**src/rtl/scgra_run_ctrl.sv**
```systemverilog
// scgra_run_ctrl: turns a register-level start into iterated SCGRA core runs, each gated by
// the DMA input/output buffer handshake. Define SCGRA_RUN_PERF_CNT_EN to add perf_cycles.
`default_nettype none

module scgra_run_ctrl #(
    parameter int CNT_W     = 16,
    parameter int ITER_W    = 16,
    parameter int DRAIN_LAT = 4
) (
    input  logic              ACLK,
    input  logic              ARESETN,
    input  logic              start,
    input  logic              abort,
    input  logic [CNT_W-1:0]  cfg_run_len,
    input  logic [ITER_W-1:0] cfg_iter,
    input  logic              in_buf_valid,
    output logic              in_buf_ack,
    input  logic              out_buf_ready,
    output logic              out_buf_valid,
    output logic              cgra_en,
    output logic              busy,
    output logic              done,
    output logic [ITER_W-1:0] iter_done
`ifdef SCGRA_RUN_PERF_CNT_EN
    ,
    output logic [31:0]       perf_cycles
`endif
);

    typedef enum logic [2:0] {
        S_IDLE    = 3'd0,
        S_WAIT_IO = 3'd1,
        S_RUN     = 3'd2,
        S_DRAIN   = 3'd3,
        S_POST    = 3'd4,
        S_DONE    = 3'd5
    } state_t;

    localparam logic [CNT_W-1:0]  CNT_ZERO  = {CNT_W{1'b0}};
    localparam logic [CNT_W-1:0]  CNT_ONE   = {{(CNT_W-1){1'b0}}, 1'b1};
    localparam logic [CNT_W-1:0]  CNT_DRAIN = CNT_W'(DRAIN_LAT);
    localparam logic [ITER_W-1:0] ITER_ZERO = {ITER_W{1'b0}};
    localparam logic [ITER_W-1:0] ITER_ONE  = {{(ITER_W-1){1'b0}}, 1'b1};

    state_t            r_state;
    state_t            w_state_nxt;
    logic [CNT_W-1:0]  r_cnt;
    logic [CNT_W-1:0]  w_cnt_nxt;
    logic [CNT_W-1:0]  r_run_len;
    logic [CNT_W-1:0]  w_run_len_nxt;
    logic [ITER_W-1:0] r_iter_cfg;
    logic [ITER_W-1:0] w_iter_cfg_nxt;
    logic [ITER_W-1:0] r_iter_done;
    logic [ITER_W-1:0] w_iter_done_nxt;
    logic [ITER_W-1:0] w_iter_inc;
    logic              r_done;
    logic              w_done_nxt;
    logic              r_ack;
    logic              w_ack_nxt;
    logic              w_start_acc;
    logic              r_cgra_en;
    logic              r_busy;
    logic              r_obv;

    assign w_start_acc = (r_state == S_IDLE) && start;
    assign w_iter_inc  = r_iter_done + ITER_ONE;

    // Next-state, counter and status decode; abort overrides every transition out of a busy state.
    always_comb begin
        w_state_nxt     = r_state;
        w_cnt_nxt       = r_cnt;
        w_run_len_nxt   = r_run_len;
        w_iter_cfg_nxt  = r_iter_cfg;
        w_iter_done_nxt = r_iter_done;
        w_done_nxt      = r_done;
        w_ack_nxt       = 1'b0;
        case (r_state)
            S_IDLE: begin
                if (w_start_acc) begin
                    w_run_len_nxt   = cfg_run_len;
                    w_iter_cfg_nxt  = cfg_iter;
                    w_iter_done_nxt = ITER_ZERO;
                    w_done_nxt      = 1'b0;
                    w_state_nxt     = (cfg_iter == ITER_ZERO) ? S_DONE : S_WAIT_IO;
                end else begin
                    w_state_nxt = S_IDLE;
                end
            end
            S_WAIT_IO: begin
                if (in_buf_valid && out_buf_ready) begin
                    w_cnt_nxt   = (r_run_len == CNT_ZERO) ? CNT_ONE : r_run_len;
                    w_ack_nxt   = 1'b1;
                    w_state_nxt = S_RUN;
                end else begin
                    w_state_nxt = S_WAIT_IO;
                end
            end
            S_RUN: begin
                if (r_cnt == CNT_ONE) begin
                    w_cnt_nxt   = CNT_DRAIN;
                    w_state_nxt = S_DRAIN;
                end else begin
                    w_cnt_nxt = r_cnt - CNT_ONE;
                end
            end
            S_DRAIN: begin
                if (r_cnt == CNT_ONE) begin
                    w_state_nxt = S_POST;
                end else begin
                    w_cnt_nxt = r_cnt - CNT_ONE;
                end
            end
            S_POST: begin
                w_iter_done_nxt = w_iter_inc;
                w_state_nxt     = (w_iter_inc == r_iter_cfg) ? S_DONE : S_WAIT_IO;
            end
            S_DONE: begin
                w_state_nxt = S_IDLE;
            end
            default: begin
                w_state_nxt = S_IDLE;
            end
        endcase

        if (abort && (r_state != S_IDLE)) begin
            w_state_nxt     = S_IDLE;
            w_iter_done_nxt = r_iter_done;
            w_ack_nxt       = 1'b0;
        end else begin
            w_ack_nxt = w_ack_nxt;
        end

        if (w_state_nxt == S_DONE) begin
            w_done_nxt = 1'b1;
        end else begin
            w_done_nxt = w_done_nxt;
        end
    end

    // State register and shadow configuration.
    always_ff @(posedge ACLK) begin
        if (!ARESETN) begin
            r_state     <= S_IDLE;
            r_cnt       <= CNT_ZERO;
            r_run_len   <= CNT_ZERO;
            r_iter_cfg  <= ITER_ZERO;
            r_iter_done <= ITER_ZERO;
            r_done      <= 1'b0;
        end else begin
            r_state     <= w_state_nxt;
            r_cnt       <= w_cnt_nxt;
            r_run_len   <= w_run_len_nxt;
            r_iter_cfg  <= w_iter_cfg_nxt;
            r_iter_done <= w_iter_done_nxt;
            r_done      <= w_done_nxt;
        end
    end

    // Outputs registered from the next-state decode so they line up with the state they describe.
    always_ff @(posedge ACLK) begin
        if (!ARESETN) begin
            r_ack     <= 1'b0;
            r_cgra_en <= 1'b0;
            r_busy    <= 1'b0;
            r_obv     <= 1'b0;
        end else begin
            r_ack     <= w_ack_nxt;
            r_cgra_en <= (w_state_nxt == S_RUN);
            r_busy    <= (w_state_nxt != S_IDLE);
            r_obv     <= (w_state_nxt == S_POST);
        end
    end

    assign in_buf_ack    = r_ack;
    assign cgra_en       = r_cgra_en;
    assign busy          = r_busy;
    assign out_buf_valid = r_obv;
    assign done          = r_done;
    assign iter_done     = r_iter_done;

`ifdef SCGRA_RUN_PERF_CNT_EN
    logic [31:0] r_perf;

    // Saturating count of busy cycles, restarted by an accepted start.
    always_ff @(posedge ACLK) begin
        if (!ARESETN) begin
            r_perf <= 32'h0000_0000;
        end else if (w_start_acc) begin
            r_perf <= 32'h0000_0000;
        end else if (r_busy && (r_perf != 32'hFFFF_FFFF)) begin
            r_perf <= r_perf + 32'h0000_0001;
        end else begin
            r_perf <= r_perf;
        end
    end

    assign perf_cycles = r_perf;
`endif

endmodule

`default_nettype wire

```
**config.mk**
```make
export PLATFORM = sky130hd
export DESIGN_NAME = scgra_run_ctrl
export DESIGN_NICKNAME = d
export VERILOG_FILES = /design/src/rtl/scgra_run_ctrl.sv
export SDC_FILE = /design/constraint.sdc
export NUM_CORES = 1
export LEC_CHECK = 0
export BUFFER_PORTS_ARGS = -buffer_cell sky130_fd_sc_hd__buf_4
export CAP_MARGIN = 15
export CORE_MARGIN = 8
export CORE_UTILIZATION = 45
export CTS_CLUSTER_DIAMETER = 30
export CTS_CLUSTER_SIZE = 8
export DETAILED_ROUTE_END_ITERATION = 10
export PLACE_DENSITY = 0.65
export SETUP_SLACK_MARGIN = 0.3
export SKIP_CTS_REPAIR_TIMING = 1
export SYNTH_ARGS = -nofsm -noshare
export SYNTH_HDL_FRONTEND = slang
export SYNTH_SLANG_ARGS = --single-unit
```
**constraint.sdc**
```tcl
create_clock -name ACLK -period 2.7 [get_ports ACLK]
set_clock_uncertainty 0.1 [all_clocks]
set_input_delay 0.27 -clock ACLK [delete_from_list [all_inputs] [get_ports ACLK]]
set_output_delay 0.27 -clock ACLK [all_outputs]
set_load 0.02 [all_outputs]
```
After elaboration in Yosys (flattened, before gate mapping)
Cells that the tools add are included.
{ "op_classes": {"addsub": 2, "mul": 0, "div_mod_pow": 0, "magnitude_cmp": 0, "eq_ne": 12, "n_shift": 0, "muxes": 19, "bitwise": 3, "reduce_logical": 17} }
{ "ops": {"columns": ["op", "count"], "rows": [
  ["16-bit 2-to-1 mux", 5],
  ["16-bit one-hot mux with 3 select lines", 1],
  ["16-bit zero test", 2],
  ["16-bit one-hot mux with 2 select lines", 1],
  ["3-bit 2-to-1 mux", 6],
  ["16-bit by 1-bit adder with 16-bit output (second input constant)", 1],
  ["16-bit by 1-bit == test with 1-bit output (second input constant)", 1],
  ["16-bit == test", 1],
  ["16-bit by 1-bit subtractor with 16-bit output (second input constant)", 1],
  ["3-bit one-hot mux with 5 select lines", 1],
  ["3-bit by 2-bit == test with 1-bit output (second input constant)", 3],
  ["3-bit == test (second input constant)", 3],
  ["3-bit nonzero test", 3],
  ["2-bit inequality test (second input constant)", 3],
  ["3-bit AND reduction", 2],
  ["2-bit nonzero test", 3],
  ["1-bit 2-to-1 mux", 4],
  ["2-bit AND reduction", 2],
  ["3-bit by 1-bit == test with 1-bit output (second input constant)", 1],
  ["1-bit logical AND", 3],
  ["3-bit zero test", 1],
  ["1-bit NOT", 3],
  ["3-bit OR reduction", 1],
  ["2-bit 2-to-1 mux", 1]
]} }
{ "totals": {"ff_bits": 72, "latch_bits": 0, "ramBits": 0, "mem_bits_ro": 0, "in_bits": 38, "output_inout_bits": 21, "word_cells": 63, "mem_count": 0} }

Longest topological paths before layout
Gate-level depths: netlist of the first run.
{ "logic_depth": {"ltp_word": 8, "mapped_depth": 10, "ltp_nobuf": 9} }

Least setup slack after synthesis of the first run
Ideal clock, no wire load.
{ "synth_path": {"path_kind": "register to register", "start": "reg r_iter_done[0], in the netlist iter_done[0]", "end": "reg r_obv, in the netlist out_buf_valid", "arrival_ns": 2.182, "required_time_ns": 2.508, "setup_slack_ns": 0.326, "stages_incl_launch_ff": 9, "path_buffers": 1, "period_less_slack_ns": 2.374, "cell_sequence": "dfxtp_1 -> ha_1 -> nand3_1 -> buf_2 -> nor4_1 -> xnor2_1 -> nor3_1 -> a31oi_1 -> nor4_1"} }
{ "synth_via": {"elab_chain_len": 6} }
{ "synth_rtl": {"columns": ["item", "line_no", "rtl"], "rows": [
  ["start: declaration", "53", "logic [ITER_W-1:0] r_iter_done;"],
  ["start signal: assignment", "154", "r_iter_done <= w_iter_done_nxt;"],
  ["16-bit by 1-bit adder with 16-bit output", "66", "assign w_iter_inc = r_iter_done + ITER_ONE;"],
  ["16-bit == test", "115", "w_state_nxt = (w_iter_inc == r_iter_cfg) ? S_DONE : S_WAIT_IO;"],
  ["3-bit 2-to-1 mux", "115", null],
  ["3-bit one-hot mux with 5 select lines", "77", "case (r_state)"],
  ["3-bit 2-to-1 mux", "125", "if (abort && (r_state != S_IDLE)) begin"],
  ["3-bit == test", "170", "r_obv <= (w_state_nxt == S_POST);"],
  ["end signal: assignment", "170", null],
  ["end: declaration", "63", "logic r_obv;"]
]} }
No other way between the ends.
A chain may end at the register's enable or synchronous reset.

Worst setup path in the final report of the first run
{ "layout_path": {"start": "reg r_cnt[4]", "end": "reg r_cnt[8]"} }
{ "layout_via": {"elab_chain_len": 3, "elab_cells_between_ends": 7} }
{ "layout_rtl": {"columns": ["item", "line_no", "rtl"], "rows": [
  ["start: declaration", "47", "logic [CNT_W-1:0] r_cnt;"],
  ["start signal: assignment", "151", "r_cnt <= w_cnt_nxt;"],
  ["16-bit by 1-bit subtractor with 16-bit output or 16-bit by 1-bit == test with 1-bit output (tied branches)", null, null],
  ["16-bit 2-to-1 mux (tied with other cells)", "107", "if (r_cnt == CNT_ONE) begin"],
  ["16-bit one-hot mux with 3 select lines or 3-bit AND reduction (tied branches)", null, null]
]} }
Several ways; a longest one is shown, not always the timed one. The select of a mux whose other input is x is not followed.

==> impl_metrics.toml, run 1 <==
[yosys]
synth_simple_gate_area_share_pct = 30.2
avgSynthCellArea_um2 = 7.61
yosysSeqAreaShare_pct = 36.4
synthMuxAreaShare_pct = 0
syn-num-nets = 561
synth_compound_area_share_pct = 23.0
synth_flop_cell = "dfxtp_1"
yosysUniqueCellTypes = 54
synth.ff_latch_count = 72
async_flop_share_pct = 0
syn-cell-area_mm2 = 0.00396
netlist_instances = 520
synth-edff-count = 0
synth_xor_area_share_pct = 5.31
yosys_warnings = 0
synthAdderAreaFrac_pct = 0.948
synth_top_family_by_area = "simple AND/OR/NAND/NOR gates"

[setup_path]
path_max_fanout = 11
required_ns = 2.85
end_kind = "flop"
cp-start-kind = "flop"
crit_arrival_ns = 2.45
ff2ff_path_depth = 8
worstSetupPathType = "reg -> reg"

[timing]
rsz0062_at_grt = "false"
tightestPinTransition_ns = 0.645
min_period_ns = 2.30
maxSlewViolCount = 0
finalHoldViolations = 0
relSlewSlack_pct = 56.6
finalCritPeriodShare_pct = 85.3
fmax_ghz = 0.434
finalSetupViolCount = 0
tns_ns = 0

[finish]
multi_input_area_mm2 = 0.00246
final-seq-area_mm2 = 0.00145
fin_nets = 626
final_core_util_pct = 57.0
syn2layout_area_growth_pct = 24.4
nFillCells = 828
n_antenna_cell = 0
layout-drive-gt1-share_pct = 23.1

[routing]
routed_via_density = 5.71
postRouteAntennaNets = 0
drtPass1Iterations = 5
drt-initial-drc-count = 267
routedWlPerCell_um = 16.3
drt_wl_total_um = 11400
vias = 3989
drc = 0

[placement]
hpwl_um = 8100
routabilityCongestion = 0.895
io_buffers = 58

[floorplanning]
die_w_um = 110
die-area_mm2 = 0.0121
num_rows = 34
fp.coreArea_mm2 = 0.00864
io_pins = 59
start_util_pct = 45.8
chipHeight_um = 110

[flow_run]
drv_cap = 0

[global_route]
grt_max_degree = 48
grt_pass1_vias = 3809
track_usage_pct = 19.1
antenna_found_initial = 0
grt_pass1_wl_um = 18500
grt_overflow_total = 0

[clocking]
cts_buffers = 9
cts_tree = "built"
root_buffer = "clkbuf_8"
clk_latency_ns = 0.35
cts_max_level = 3
clock_sinks = 72
clk_pin_slew_ns = 0.08
cts_buffer_depth = 2

[pwr]
power.leakage_nw = 1.90
power_density_mw_per_mm2 = 520
ir_drop_mv = 0.231

[min_path]
hp-class = "in -> reg"
hold_depth = 3

[status]
status = "finished, final reports clean"
[where the power goes]
| group | leakage [nW] | switching, W | internal, W |
|---|---|---|---|
| Sequential | 0.590 | 0.0000424 | 0.00111 |
| Clock | 0.101 | 0.000435 | 0.000520 |
| Combinational | 1.21 | 0.000262 | 0.000193 |
[cells in the final DEF (no fill, tap or decap), types with 3 or more instances in the layout]
cell	n
xor2_1	8
and2_1	12
xnor2_1	16
o31ai_1	6
or2_2	5
and3_1	3
o21ai_0	41
a21boi_0	42
nand4_1	7
a21oi_1	17
nor4_1	11
nor3_1	15
inv_1	5
clkinvlp_4	3
nor4_2	3
buf_4	85
nor2_1	31
dfxtp_1	65
dfxtp_2	7
o21a_1	4
clkbuf_8	9
nand2_1	112
a22oi_1	6
nor2b_1	16
nand3_1	8
[cells in the mapped netlist, types with 2 or more instances]
cell type,instances,share of area [%]
a21boi_0,42,8.0
a21oi_1,18,2.3
a22oi_1,6,1.1
a31oi_1,3,0.47
and2_1,12,1.9
and3_1,3,0.47
and4_1,2,0.44
buf_2,6,0.76
buf_6,2,0.57
clkbuf_1,22,2.1
dfxtp_1,72,36
ha_1,3,0.95
inv_1,5,0.47
nand2_1,113,11
nand2b_1,2,0.32
nand3_1,9,1.1
nand3_2,2,0.51
nand3b_1,2,0.38
nand4_1,7,1.1
nor2_1,33,3.1
nor2b_1,16,2.5
nor3_1,16,2.0
nor3b_1,2,0.38
nor4_1,14,2.2
nor4b_1,2,0.44
o211ai_1,2,0.38
o21a_1,4,0.76
o21ai_0,41,5.2
o31ai_1,7,1.3
o41ai_1,2,0.44
or2_2,5,0.79
xnor2_1,16,3.5
xor2_1,8,1.8
[per-stage QoR]
step | std cells | instance area [µm²] | setup WS, ns | total power (W) | hold WS [ns]
after global routing | 698 | 4920 | 0.207 | 0.00268 | 0.0737
after floorplan | 520 | 3960 | 0.326 | 0.00146 | 0.315
final | 698 | 4920 | 0.398 | 0.00256 | 0.0723
after CTS | 693 | 4770 | 0.0689 | 0.00256 | 0.0635
after detailed placement | 677 | 4550 | 0.0933 | 0.00161 | 0.370
after global placement | 677 | 4550 | 0.233 | 0.00161 | 0.363
[layout make-up]
cell class              instances  area share (%)
repair buffers                 85            13.0
flip-flops and latches         72            29.4
well taps                     108            2.74
multi-input cells             412            50.0
clock buffers                   9            2.52
clock inverters                 7            1.96
inverters                       5           0.381
[routing by layer]
| layer | track usage, % | share of wire (%) | vias to the layer above |
|---|---|---|---|
| li1 | - | - | 1947 |
| met5 | 0 | 0 | - |
| met3 | 4.04 | 6.1 | 14 |
| met1 | 26.1 | 47 | 1909 |
| met4 | 5.11 | 1.2 | 0 |
| met2 | 29.5 | 45 | 119 |
[cell families (layout without fill, tap and decap cells)]
kind of cell | count (synthesis) | in the layout
DFF | 72 | 72
buffers and inverters | 36 | 106
and+or+nand+nor | 246 | 246
xor gates and xnor gates | 24 | 24
AOI/OAI and AO/OA | 139 | 139
adders and majority gates | 3 | 3
[registers in the layout (all words and copies together) (netlist names)]
register / count
iter_done: 16
r_cnt: 16
r_iter_cfg: 16
r_run_len: 16
r_state: 3
busy: 1
cgra_en: 1
done: 1
in_buf_ack: 1
out_buf_valid: 1
[path summary, 6_finish.rpt]
check | startpoint | end | slack [ns]
hold reg to reg | r_run_len[6] | r_run_len[6] | 0.38
hold / removal | cfg_run_len[0] | r_run_len[0] | 0.07
setup reg to reg | r_cnt[4] | r_cnt[8] | 0.40
setup / recovery | r_cnt[4] | r_cnt[8] | 0.40
[critical path, cell delays in order, from the launching register on]
cell     delay [ns]
dfxtp_1        0.36
or4_4          0.58
nor4b_4        0.27
buf_4          0.19
nand2_1        0.09
nand2_4        0.16
o21ai_0        0.11
a22o_1         0.19
and2_1         0.14
No activity file was read; power rests on OpenSTA's default activity.
==> run 2: changes to the inputs <==
--- a/config.mk
+++ b/config.mk
@@ -12,7 +12,7 @@
 export CTS_CLUSTER_DIAMETER = 30
 export CTS_CLUSTER_SIZE = 8
 export DETAILED_ROUTE_END_ITERATION = 10
-export PLACE_DENSITY = 0.65
+export PLACE_DENSITY_LB_ADDON = 0.05
 export SETUP_SLACK_MARGIN = 0.3
 export SKIP_CTS_REPAIR_TIMING = 1
 export SYNTH_ARGS = -nofsm -noshare
==> impl_metrics.toml, run 2 (synthesis results as in run 1) <==
[pwr]
p_seq_share_pct = 44.4
power.share.clock_pct = 38.0
power_density_mw_per_mm2 = 529
comb_power_share_pct = 17.6
ir_drop_mv = 0.254
intPower_w = 0.00184
power.leakage_nw = 1.92
switching_power_w = 0.000761
swShare_pct = 29.3

[finish]
final_common_cell = "nand2_1"
layout-drive-gt1-share_pct = 22.6
syn2layout_area_growth_pct = 24.2
fin_nets = 628
stdcell_area_mm2 = 0.00492
mostFrequentLayoutCells = "111 x nand2_1, 84 x buf_4, 66 x dfxtp_1"
n_antenna_cell = 0
layoutNonFillerInstCount = 700
nFillCells = 848

[timing]
maxSlewViolCount = 0
finalSetupViolCount = 0
tns_ns = 0
min_period_ns = 2.37
finalHoldViolations = 0
tightestPinTransition_ns = 0.584
rsz0062_at_grt = "true"
finalCritPeriodShare_pct = 87.9
relSlewSlack_pct = 60.6
fmax_ghz = 0.421

[clocking]
cts_max_level = 3
clock_sinks = 72
cts_buffer_depth = 2
clk_pin_slew_ns = 0.09
cts_tree = "built"
cts_buffers = 9
root_buffer = "clkbuf_8"
clk_latency_ns = 0.35

[placement]
io_buffers = 58
placed_cells = 677
hpwl_um = 8100
routabilityCongestion = 0.893
post_dp_cell_area_mm2 = 0.00455

[routing]
drt-initial-drc-count = 360
vias = 3905
routedWlPerCell_um = 16.2
drtPass1Iterations = 4
drt_wl_total_um = 11400
routed_via_density = 5.58
drc = 0
postRouteAntennaNets = 0

[setup_path]
crit_arrival_ns = 2.52
required_ns = 2.84
cp-start-kind = "flop"
end_kind = "flop"
path_max_fanout = 14
worstSetupPathType = "reg -> reg"

[floorplanning]
start_util_pct = 45.8
chipHeight_um = 110
io_pins = 59
die_w_um = 110
num_rows = 34
fp.coreArea_mm2 = 0.00864
die-area_mm2 = 0.0121

[global_route]
grt_max_degree = 36
grt_pass1_vias = 3625
grt_pass1_wl_um = 18200
track_usage_pct = 18.9
antenna_found_initial = 0
grt_overflow_total = 0

[status]
status = "finished, final reports clean"

[flow_run]
drv_cap = 0

[min_path]
hp-class = "in -> reg"
==> run 2: cell count changes in the layout (fill, tap and decap cells not counted), sizes merged <==
cell      change
buf           +1
clkinvlp      -1
clkinv        -2
a21o          +1
inv           +3
==> run 2: worst paths after layout <==
check | cells past startpoint | slack (ns) | to | from
setup / recovery | 7 | 0.33 | r_cnt[2] | r_cnt[4]
hold / removal | 3 | 0.07 | r_run_len[7] | cfg_run_len[7]
setup reg to reg | 7 | 0.33 | r_cnt[2] | r_cnt[4]
hold reg to reg | 2 | 0.38 | r_iter_cfg[15] | r_iter_cfg[15]
==> run 2: per-stage QoR <==
stage / util (%) / worst slack [ns] / power [W] / hold slack (ns)
2_1_floorplan: - / 0.326 / 0.00146 / 0.315
3_3_place_gp: 52.7 / 0.280 / 0.00161 / 0.366
3_5_place_dp: 52.7 / 0.149 / 0.00161 / 0.372
4_1_cts: 55.3 / 0.125 / 0.00260 / 0.0574
5_1_grt: 56.9 / 0.256 / 0.00272 / 0.0660
6_report: 56.9 / 0.326 / 0.00260 / 0.0713
==> run 2: critical path, stage by stage, from the launching register on <==
cell and delay [ns]:
dfxtp_2 0.34, or4_4 0.55, nor4b_4 0.39, nand3_2 0.20, a21oi_2 0.18, buf_6 0.17
a21oi_1 0.05, o221a_2 0.28
==> run 2: power groups by stage <==
stage	combinational (W)	sequential (W)	clock, W
after floorplan	0.000292	0.00117	0
after global placement	0.000433	0.00118	0
after detailed placement	0.000435	0.00118	0
after CTS	0.000438	0.00116	0.00101
after global routing	0.000509	0.00116	0.00105
final	0.000457	0.00115	0.000988
==> run 2: area by class of cell <==
type,count,area [µm²],area share [%]
repair buffers,86,653,13.3
inverters,5,18.8,0.382
clock inverters,7,101,2.06
multi-input cells,413,2430,49.4
flip-flops and latches,72,1450,29.6
well taps,108,135,2.75
clock buffers,9,124,2.52
==> run 2: metal layers <==
| layer | wire, µm | vias to the layer above | track usage, % |
|---|---|---|---|
| met2 | 4730 | 109 | 26.2 |
| met5 | 0 | - | 0 |
| met3 | 710 | 11 | 3.63 |
| li1 | - | 1960 | - |
| met1 | 5800 | 1825 | 28.3 |
| met4 | 114 | 0 | 6.08 |
==> run 3: changes to the inputs <==
--- a/config.mk
+++ b/config.mk
@@ -7,6 +7,7 @@
 export LEC_CHECK = 0
 export BUFFER_PORTS_ARGS = -buffer_cell sky130_fd_sc_hd__buf_4
 export CAP_MARGIN = 15
+export CORE_ASPECT_RATIO = 0.6
 export CORE_MARGIN = 8
 export CORE_UTILIZATION = 45
 export CTS_CLUSTER_DIAMETER = 30
==> constraint.sdc (replaced) <==
create_clock -name ACLK -period 2.7 [get_ports ACLK]
set_clock_uncertainty 0.1 [all_clocks]
set_input_delay 0.27 -clock ACLK [delete_from_list [all_inputs] [get_ports ACLK]]
set_output_delay 0.27 -clock ACLK [all_outputs]
set_load 0.005 [all_outputs]
==> impl_metrics.toml, run 3 (synthesis results as in run 1) <==
[status]
status = "finished, final reports clean"

[pwr]
ir_drop_mv = 0.348
p_seq_share_pct = 41.3
comb_power_share_pct = 16.8
power.leakage_nw = 2.00
power.share.clock_pct = 41.8
swShare_pct = 27.9
power_density_mw_per_mm2 = 557
intPower_w = 0.00204
switching_power_w = 0.000789

[timing]
finalCritPeriodShare_pct = 88.4
finalSetupViolCount = 0
tns_ns = 0
fmax_ghz = 0.419
rsz0062_at_grt = "true"
tightestPinTransition_ns = 0.543
relSlewSlack_pct = 63.4
maxSlewViolCount = 0
finalHoldViolations = 0
min_period_ns = 2.39

[global_route]
grt_pass1_wl_um = 19200
antenna_found_initial = 0
grt_overflow_total = 0
grt_pass1_vias = 3626
grt_max_degree = 39
track_usage_pct = 20.4

[routing]
drtPass1Iterations = 5
drc = 0
routed_via_density = 5.69
vias = 4049
drt-initial-drc-count = 337
routedWlPerCell_um = 17.1
drt_wl_total_um = 12200
postRouteAntennaNets = 0

[floorplanning]
die_w_um = 137
start_util_pct = 46.4
io_pins = 59
die-area_mm2 = 0.0121
chipHeight_um = 88.6
num_rows = 26
fp.coreArea_mm2 = 0.00852

[placement]
io_buffers = 58
post_dp_cell_area_mm2 = 0.00458
hpwl_um = 8980
routabilityCongestion = 0.935

[finish]
mostFrequentLayoutCells = "111 x nand2_1, 90 x buf_4, 63 x dfxtp_1"
fin_nets = 635
syn2layout_area_growth_pct = 28.1
final_common_cell = "nand2_1"
layout-drive-gt1-share_pct = 24.2
n_antenna_cell = 0
stdcell_area_mm2 = 0.00507

[setup_path]
crit_family = "simple AND/OR/NAND/NOR gates"
crit_arrival_ns = 2.52
critPathMaxStageDelay_ns = 0.56
path_max_fanout = 5
cp-start-kind = "flop"
path_buf_inv = 1
worstPathCellList = "or4_4 > nor4b_4 > nand3_4 > a21oi_4 > buf_4 > a21oi_1 > o221a_2"
end_kind = "flop"
required_ns = 2.83
worstSetupPathType = "reg -> reg"
critPathSlowestCell = "or4_4"

[clocking]
clock_sinks = 72
clk_latency_ns = 0.34
cts_tree = "built"
clk_pin_slew_ns = 0.06
root_buffer = "clkbuf_16"
cts_buffer_depth = 2
cts_buffers = 9
cts_max_level = 3

[flow_run]
drv_cap = 0

[min_path]
hp-class = "in -> reg"
-- run 3: cell types whose count changed in the layout (fill, tap and decap cells not counted), moves of 3 or more --
cell / change
clkbuf_16: +9
clkbuf_8: -9
buf_4: +6
dfxtp_2: +5
clkinv_2: +3
dfxtp_1: -3
-- run 3: per-layer routing --
layer  vias up  wire [µm]  GRT usage [%]
met1      1877       6330           32.2
li1       1982          -              -
met5         -          0              0
met4         0         98           5.00
met3        13       1240           5.90
met2       177       4500           24.9
-- run 3: power groups by stage --
stage | combinational (W) | sequential, W | clock (W)
after floorplan | 0.000292 | 0.00116 | 0
after global placement | 0.000427 | 0.00119 | 0
after detailed placement | 0.000432 | 0.00119 | 0
after CTS | 0.000435 | 0.00116 | 0.00120
after global routing | 0.000525 | 0.00117 | 0.00125
final | 0.000476 | 0.00117 | 0.00118
-- run 3: metrics by stage --
| stage | hold slack, ns | std cells | util (%) | power [W] | worst slack, ns |
|---|---|---|---|---|---|
| 2_1_floorplan | 0.315 | 520 | - | 0.00145 | 0.436 |
| 3_3_place_gp | 0.369 | 684 | 53.7 | 0.00161 | 0.255 |
| 3_5_place_dp | 0.373 | 684 | 53.7 | 0.00162 | 0.215 |
| 4_1_cts | 0.0820 | 700 | 57.2 | 0.00280 | 0.177 |
| 5_1_grt | 0.0838 | 711 | 59.5 | 0.00294 | 0.232 |
| 6_report | 0.0886 | 711 | 59.5 | 0.00283 | 0.313 |
-- run 3: final timing paths --
| check | from | endpoint | slack (ns) | cells after the start |
|---|---|---|---|---|
| max | r_cnt[7] | r_cnt[2] | 0.31 | 7 |
| min | cfg_run_len[4] | r_run_len[4] | 0.09 | 3 |
| max reg2reg | r_cnt[7] | r_cnt[2] | 0.31 | 7 |
| min reg2reg | r_iter_cfg[0] | r_iter_cfg[0] | 0.38 | 2 |
-- run 3: layout make-up --
class | instances | area, µm²
Clock buffer | 9 | 225
Clock inverter | 7 | 71.3
Fill cell | 795 | 3450
Inverter | 5 | 18.8
Multi-Input combinational cell | 413 | 2450
Sequential cell | 72 | 1450
Tap cell | 112 | 140
Timing Repair Buffer | 93 | 709
-- run 3: worst reg2reg max path: cells and delay by family, from the launching register on --
| family | cells | cell delay, ns |
|---|---|---|
| AND/OR/NAND/NOR | 3 | 1.18 |
| buffers and inverters | 1 | 0.14 |
| AO/OA/AOI/OAI | 3 | 0.53 |
| flip-flops | 1 | 0.32 |
